**src/rtl/isa_pkg.sv**
```systemverilog
// Instruction word layout and opcode legality shared by the encoder and the
// controlunit decoder.
package isa_pkg;

    localparam int WORD_W   = 32;
    localparam int OPC_LSB  = 28;
    localparam int OPC_W    = 4;
    localparam int A1_LSB   = 23;
    localparam int A2_LSB   = 18;
    localparam int A3_LSB   = 13;
    localparam int REG_W    = 5;
    localparam int FLAG_LSB = 9;
    localparam int FLAG_W   = 4;
    localparam int PAR_BIT  = 8;
    localparam int NUM_LSB  = 0;
    localparam int NUM_W    = 8;

    localparam logic [OPC_W-1:0] OPC_ILLEGAL_E = 4'hE;
    localparam logic [OPC_W-1:0] OPC_ILLEGAL_F = 4'hF;

    // Field order matches the bit positions above, MSB first.
    typedef struct packed {
        logic [OPC_W-1:0]  opcode;
        logic [REG_W-1:0]  addr1;
        logic [REG_W-1:0]  addr2;
        logic [REG_W-1:0]  addr3;
        logic [FLAG_W-1:0] flag;
        logic              parity;
        logic [NUM_W-1:0]  number;
    } instr_t;

    function automatic logic opc_illegal(input logic [OPC_W-1:0] opc);
        return (opc == OPC_ILLEGAL_E) || (opc == OPC_ILLEGAL_F);
    endfunction

endpackage

```
**src/rtl/instr_fifo.sv**
```systemverilog
// Power-of-two circular FIFO holding encoded instruction words.
module instr_fifo #(
    parameter int DEPTH = 8,
    parameter int WIDTH = 32
) (
    input  logic                     clk,
    input  logic                     rst,
    input  logic                     push,
    input  logic [WIDTH-1:0]         din,
    input  logic                     pop,
    output logic [WIDTH-1:0]         dout,
    output logic                     full,
    output logic                     empty,
    output logic [$clog2(DEPTH):0]   count
);

    localparam int AW = $clog2(DEPTH);
    localparam int CW = AW + 1;

    logic [WIDTH-1:0] mem [DEPTH];
    logic [AW-1:0]    wr_ptr;
    logic [AW-1:0]    rd_ptr;
    logic             do_push;
    logic             do_pop;

    assign full    = (count == CW'(DEPTH));
    assign empty   = (count == '0);
    assign do_push = push && !full;
    assign do_pop  = pop && !empty;
    assign dout    = mem[rd_ptr];

    // Pointers wrap naturally because DEPTH is a power of two.
    always_ff @(posedge clk or posedge rst) begin
        if (rst) begin
            wr_ptr <= '0;
            rd_ptr <= '0;
            count  <= '0;
        end else begin
            if (do_push) wr_ptr <= wr_ptr + AW'(1);
            if (do_pop)  rd_ptr <= rd_ptr + AW'(1);
            case ({do_push, do_pop})
                2'b10:   count <= count + CW'(1);
                2'b01:   count <= count - CW'(1);
                default: count <= count;
            endcase
        end
    end

    always_ff @(posedge clk) begin
        if (do_push) mem[wr_ptr] <= din;
    end

endmodule

```
**src/rtl/instr_encoder.sv**
```systemverilog
// Packs instruction fields into a 32-bit word with optional even parity,
// drops illegal opcodes with an error pulse, and queues legal words.
module instr_encoder
    import isa_pkg::*;
#(
    parameter int DEPTH     = 8,
    parameter int PARITY_EN = 1
) (
    input  logic                   clk,
    input  logic                   rst,
    input  logic                   in_valid,
    output logic                   in_ready,
    input  logic [3:0]             opcode,
    input  logic [4:0]             addr1,
    input  logic [4:0]             addr2,
    input  logic [4:0]             addr3,
    input  logic [3:0]             theflag,
    input  logic [7:0]             number,
    output logic                   out_valid,
    input  logic                   out_ready,
    output logic [31:0]            out_word,
    output logic [$clog2(DEPTH):0] count,
    output logic                   err
);

    instr_t      fields;
    logic [31:0] word;
    logic [31:0] fifo_q;
    logic        live;
    logic        accept;
    logic        illegal;
    logic        push;
    logic        pop;
    logic        full;
    logic        empty;

    always_comb begin
        fields.opcode = opcode;
        fields.addr1  = addr1;
        fields.addr2  = addr2;
        fields.addr3  = addr3;
        fields.flag   = theflag;
        fields.number = number;
        fields.parity = 1'b0;
        if (PARITY_EN != 0)
            fields.parity = ^{opcode, addr1, addr2, addr3, theflag, number};
    end

    assign word    = fields;
    assign illegal = opc_illegal(opcode);
    assign accept  = in_valid && in_ready;
    assign push    = accept && !illegal;
    assign pop     = out_valid && out_ready;

    // Holds in_ready low through reset until the first edge after release.
    always_ff @(posedge clk or posedge rst) begin
        if (rst) live <= 1'b0;
        else     live <= 1'b1;
    end

    always_ff @(posedge clk or posedge rst) begin
        if (rst) err <= 1'b0;
        else     err <= accept && illegal;
    end

    assign in_ready  = live && !full;
    assign out_valid = !empty;
    assign out_word  = out_valid ? fifo_q : 32'h0;

    instr_fifo #(
        .DEPTH (DEPTH),
        .WIDTH (WORD_W)
    ) u_fifo (
        .clk   (clk),
        .rst   (rst),
        .push  (push),
        .din   (word),
        .pop   (pop),
        .dout  (fifo_q),
        .full  (full),
        .empty (empty),
        .count (count)
    );

endmodule
```
**config.mk**
```make
export PLATFORM = sky130hd
export DESIGN_NAME = instr_encoder
export DESIGN_NICKNAME = d
export VERILOG_FILES = /design/src/rtl/isa_pkg.sv /design/src/rtl/instr_fifo.sv /design/src/rtl/instr_encoder.sv
export SDC_FILE = /design/constraint.sdc
export NUM_CORES = 1
export LEC_CHECK = 0
export CORE_AREA = 8 8 219 221
export DETAILED_ROUTE_END_ITERATION = 10
export DIE_AREA = 0 0 227 229
export GPL_TIMING_DRIVEN = 0
export PLACE_DENSITY = 0.36
export SYNTH_ARGS = -nofsm -noshare
export SYNTH_HDL_FRONTEND = slang
export SYNTH_HIERARCHICAL = 1
export SYNTH_SLANG_ARGS = --single-unit
```
**constraint.sdc**
```tcl
create_clock -name clk -period 4.7 [get_ports clk]
set_input_delay 0.47 -clock clk [delete_from_list [all_inputs] [get_ports clk]]
set_output_delay 0.47 -clock clk [all_outputs]
set_load 0.01 [all_outputs]
```
# Word level (Yosys, flattened, before mapping)
# Memories as Yosys holds them, arrays and structs flattened.
# Cells that the tools add are included.
[word_totals]
register_bits = 12
mem_bits_ro = 0
word_cells = 33
inputBits = 35
mem_count = 1
latchBits = 0
ramBits = 256
output_inout_bits = 39
[op_classes]
order_cmp = 0
n_div = 0
eq_ne = 5
mux = 4
multipliers = 0
n_addsub = 4
n_reduce_logical = 14
bitwise = 0
shifts = 0
[mem_list]
columns = ["name", "words", "word_bits", "read_ports", "rd_ports_with_merged_regs", "write_ports", "line_no", "rtl"]
rows = [
  ["u_fifo.mem", 8, 32, 1, 0, 1, "instr_fifo.sv:20", "logic [WIDTH-1:0] mem [DEPTH];"],
]
[op_table]
columns = ["cell", "count"]
rows = [
  ["2-to-1 mux 32 bit", 1],
  ["XOR reduction 31 bit", 1],
  ["equality test 4 bit (second input constant)", 3],
  ["case mux 4 bit (2 select lines)", 1],
  ["logical AND 1 bit", 7],
  ["adder 3 x 1 -> 3 bit (second input constant)", 2],
  ["adder 4 x 1 -> 4 bit (second input constant)", 1],
  ["zero test 4 bit", 1],
  ["subtractor 4 x 1 -> 4 bit (second input constant)", 1],
  ["zero test 1 bit", 3],
  ["equality test 2 x 1 -> 1 bit (second input constant)", 1],
  ["equality test 2 bit (second input constant)", 1],
  ["2-to-1 mux 1 bit", 2],
  ["nonzero test 2 bit", 1],
  ["logical OR 1 bit", 1],
]

# Logic depth before layout (Yosys ltp)
[depth]
depth_word = 8
depth_mapped = 10
mapped_depth_nobuf = 10

# Hierarchy
# The synthesis kept the hierarchy.
[by_module_without_submodules]
columns = ["mod", "seq_area_each_um2", "cells_each", "n_inst", "area_per_inst_um2"]
rows = [
  ["instr_fifo", 7937.6, 438, 1, 10401.2],
  ["instr_encoder", 50.0, 72, 1, 586.8],
]

# Worst setup path after synthesis
# No wires, ideal clock.
[synth_path]
path_type = "register to register"
start = "register u_fifo.count[0]"
end = "memory u_fifo.mem[1][0], enable pin"
stages_incl_launch_ff = 7
setup_slack_ns = 0.652
arrival_time_ns = 3.587
synth_period_minus_slack_ns = 4.048
path_buffers = 0
t_required_ns = 4.239
setup_ns = 0.461
path_cell_list = "dfrtp_1 -> or4b_4 -> inv_1 -> nor2b_1 -> and3_1 -> nand3_1 -> nor3_1"
[synth_via]
elab_chain_cells = 8
[synth_rtl]
columns = ["item", "line_no", "rtl"]
rows = [
  ["from (decl)", "instr_fifo.sv:14", "output logic [$clog2(DEPTH):0] count"],
  ["from (signal assigned)", "instr_fifo.sv:42", "2'b10: count <= count + CW'(1);"],
  ["from (signal assigned)", "instr_fifo.sv:43", "2'b01: count <= count - CW'(1);"],
  ["from (signal assigned)", "instr_fifo.sv:44", "default: count <= count;"],
  ["equality test 4 bit", "instr_fifo.sv:26", "assign full = (count == CW'(DEPTH));"],
  ["via full", "instr_encoder.sv:34", "logic full;"],
  ["zero test 1 bit", "instr_encoder.sv:66", "assign in_ready = live && !full;"],
  ["logical AND 1 bit", "instr_encoder.sv:66", ""],
  ["via in_ready", "instr_encoder.sv:12", "output logic in_ready,"],
  ["logical AND 1 bit", "instr_encoder.sv:51", "assign accept = in_valid && in_ready;"],
  ["logical AND 1 bit", "instr_encoder.sv:52", "assign push = accept && !illegal;"],
  ["via push", "instr_encoder.sv:32", "logic push;"],
  ["logical AND 1 bit", "instr_fifo.sv:28", "assign do_push = push && !full;"],
  ["2-to-1 mux 1 bit", "instr_fifo.sv:50", "if (do_push) mem[wr_ptr] <= din;"],
  ["2-to-1 mux 1 bit (implied by the code)", "instr_fifo.sv:50", ""],
  ["to (decl)", "instr_fifo.sv:20", ""],
]
# The timed path passes the listed nets, and every way through them passes these cells.

# Final worst setup path
[layout_path]
start = "register u_fifo.rd_ptr[1]"
end = "output out_word[13]"
[layout_via]
elab_chain_cells = 2
[layout_rtl]
columns = ["item", "line_no", "rtl"]
rows = [
  ["from (decl)", "instr_fifo.sv:22", "logic [AW-1:0] rd_ptr;"],
  ["from (signal assigned)", "instr_fifo.sv:40", "if (do_pop) rd_ptr <= rd_ptr + AW'(1);"],
  ["memory (8 x 32 bit)", "-", ""],
  ["via fifo_q[13]", "instr_encoder.sv:28", "logic [31:0] fifo_q;"],
  ["2-to-1 mux 32 bit", "instr_encoder.sv:68", "assign out_word = out_valid ? fifo_q : 32'h0;"],
  ["to (decl)", "instr_encoder.sv:21", "output logic [31:0] out_word,"],
]
# The timed path passes the listed nets, and every way through them passes these cells.

==> qor.yml <==
final_common_cell: "edfxtp_1"
io_pins: 74
max_slew.worst_pin.slew_ns: 0.946
initial_core_util: 0.246
criticalPathCategory: "reg -> out"
coreArea_um2: 44700
path_max_fanout: 10
cts-hold-fix-buffers: 0
clock_path_buffers: 3
yosys_register_bits: 268
final_cell_mix: "edfxtp_1, clkdlybuf4s50_1, mux4_2"
clkTransAtPathRegs_ns: 0.06
r2r_setup_slack_ns: 1.50
status: "finished, final reports clean"
swShare: 0.290
die_x_um: 227
pwr-share-comb: 0.355
drt_pass1_iterations: 4
cts_root_buf: "clkbuf_16"
rr_worst_depth: 10
slew_headroom: 0.369
instances_no_fill: 1255
die_y_um: 229
grt.overflow.total: 0
arrival_ns: 3.23
htreeDepth: 1
syn_avg_cell_area_um2: 21.5
final_core_util: 0.309
worstHoldPathType: "in -> async"
cap_viol_max_count: 0
vias: 5237
cp.required_ns: 4.23
slew_violations: 0
postSynthCellCount: 510
fillCellCount: 4408
p_leak_nw: 4.46
layout_worst_path_cycle_share: 0.787
finalSetupViolCount: 0
antenna_left: 0
ctsResizeCount: 0
post_cts_buffers: 0
start_kind: "flip-flop"
r2r-start: "u_fifo/count[0]$_DFFE_PP0P_"
clockPowerShare: 0.288
endpoint: "out_word[13]"
syn-num-nets: 551
first_iter_violations: 275
ir_worst_vdd_mv: 0.323
hold_slack_ns: 0.128
synthesis.area_um2: 11000
crit_start: "u_fifo/rd_ptr[1]$_DFFE_PP0P_"
p_int_mw: 5.88
antenna_cells: 0
portBuffers: 73
nNetsFinal: 674
rsz0062_at_grt: "false"
crit_path_end_kind: "output pin"
cts_buffers: 31
skew_ns: 0.0161
placed_cell_area_um2: 12800
clk_latency_ns: 0.54
final_hold_viol_count: 0
r2r-end: "u_fifo/count[3]$_DFFE_PP0P_"
drive_above_1_share: 0.234
yosysUniqueCellTypes: 39
drt_wl_total_mm: 27.0
cts_tree: "done"
finalCriticalPeriod_ns: 3.70
power.density_nw_per_um2: 601
grt_pass1_vias: 5921
grt_pass1_wl_mm: 39.6
seqPwrFrac: 0.358
grt_max_degree: 20
track_usage: 0.104
stdcell_area_um2: 13800
fp.dieArea_um2: 52000
drc: 0
place_inst: 1200
post_drt_wl_per_cell_um: 21.5
synth_warnings: 6
antenna_found_initial: 0
p_switching_mw: 2.40
viasPerCell: 4.17
seq_area_frac_synth: 0.727
dp_hpwl_mm: 17.5
fmax_ghz: 0.270
cts_sinks: 268
syn_to_final_growth_pct: 25.5
place_congestion: 0.662
rows: 78
layer usage:
| metal | vias up | part of all wire | routed length (µm) | track usage |
|---|---|---|---|---|
| li1 | 2335 | - | - | - |
| met1 | 2769 | 0.43 | 11500 | 0.127 |
| met2 | 95 | 0.51 | 13900 | 0.186 |
| met3 | 38 | 0.038 | 1020 | 0.0180 |
| met4 | 0 | 0.023 | 634 | 0.0257 |
| met5 | - | 0 | 0 | 0 |
cell type report:
| type | count | area (µm²) | share of cell area |
|---|---|---|---|
| Clock buffer | 35 | 791 | 0.0573 |
| Tap cell | 600 | 751 | 0.0544 |
| Buffer | 22 | 166 | 0.0121 |
| Multi-Input combinational cell | 211 | 2860 | 0.207 |
| Clock inverter | 20 | 224 | 0.0162 |
| Timing Repair Buffer | 90 | 978 | 0.0709 |
| Sequential cell | 268 | 7990 | 0.579 |
| Inverter | 9 | 33.8 | 0.00245 |
synth_stat cells:
| cell | number | area, µm² |
|---|---|---|
| a2111o_1 | 1 | 11.3 |
| a21oi_1 | 2 | 10.0 |
| and3_1 | 1 | 6.26 |
| buf_1 | 5 | 18.8 |
| buf_12 | 4 | 80.1 |
| buf_2 | 3 | 15.0 |
| buf_6 | 2 | 22.5 |
| clkbuf_1 | 8 | 30.0 |
| conb_1 | 1 | 3.75 |
| dfrtp_1 | 12 | 300 |
| edfxtp_1 | 256 | 7690 |
| fa_1 | 1 | 20.0 |
| ha_1 | 5 | 62.6 |
| inv_1 | 8 | 30.0 |
| inv_2 | 1 | 3.75 |
| mux2_1 | 1 | 11.3 |
| mux2_2 | 33 | 372 |
| mux2i_1 | 1 | 10.0 |
| mux4_1 | 28 | 736 |
| mux4_2 | 36 | 811 |
| nand2_1 | 8 | 30.0 |
| nand2b_1 | 2 | 12.5 |
| nand3_1 | 4 | 20.0 |
| nand3b_1 | 1 | 7.51 |
| nand4_1 | 1 | 6.26 |
| nor2_1 | 8 | 30.0 |
| nor2b_1 | 34 | 213 |
| nor3_1 | 2 | 10.0 |
| nor3b_1 | 2 | 15.0 |
| nor4_1 | 1 | 6.26 |
| o211ai_1 | 1 | 7.51 |
| o21ai_0 | 1 | 5.00 |
| o311ai_0 | 1 | 8.76 |
| o41ai_2 | 1 | 16.3 |
| or4b_1 | 1 | 10.0 |
| or4b_4 | 1 | 13.8 |
| xnor2_1 | 25 | 219 |
| xnor3_1 | 4 | 90.1 |
| xor2_1 | 3 | 26.3 |
per-stage QoR:
| stage | power [mW] | TNS [ns] | setup WS [ns] |
|---|---|---|---|
| after floorplan | 4.72 | 0 | 0.652 |
| after global placement | 5.95 | -339.57 | -2.96 |
| after detailed placement | 6.04 | 0 | 1.14 |
| after CTS | 8.48 | 0 | 0.849 |
| after global routing | 8.73 | 0 | 0.817 |
| final | 8.29 | 0 | 1.00 |
flip-flops by register name (all words and copies together) (netlist names):
name / flops
u_fifo/rd_ptr: 3
u_fifo/mem: 256
u_fifo/count: 4
live: 1
err: 1
u_fifo/wr_ptr: 3
critical path: stages (launching register included):
cell             delay, ns
dfrtp_1               0.37
buf_2                 0.27
buf_1                 0.64
mux4_1                0.40
mux2_2                0.29
nor2b_1               0.17
clkdlybuf4s50_1       0.54
logic make-up after synthesis:
family	count (synthesis)	synth area share
AOI/OAI and AO/OA	7	0.00535
muxes	99	0.176
adders and majority gates	6	0.00752
xor gates and xnor gates	32	0.0305
other	1	0.000341
and+or+nand+nor	66	0.0346
DFF	268	0.727
buffers and inverters	31	0.0182
worst min path at each step:
stage,from,end,slack [ns],depth (start not counted)
after floorplan,rst,err$_DFF_PP0_,0.21,1
after global placement,u_fifo/wr_ptr[0]$_DFFE_PP0P_,u_fifo/wr_ptr[0]$_DFFE_PP0P_,0.50,1
after detailed placement,u_fifo/wr_ptr[0]$_DFFE_PP0P_,u_fifo/wr_ptr[0]$_DFFE_PP0P_,0.53,1
after CTS,rst,err$_DFF_PP0_,0.09,2
after global routing,rst,live$_DFF_PP0_,0.13,2
final,rst,err$_DFF_PP0_,0.13,2
power by group through the flow:
stage	Combinational [mW]	Sequential [mW]	Clock, mW
2_1_floorplan	1.73	2.99	0
3_3_place_gp	2.93	3.02	0
3_5_place_dp	3.03	3.01	0
4_1_cts	3.05	2.96	2.47
5_1_grt	3.19	2.98	2.55
6_report	2.94	2.96	2.38
Power figures use the tool's default switching activity.
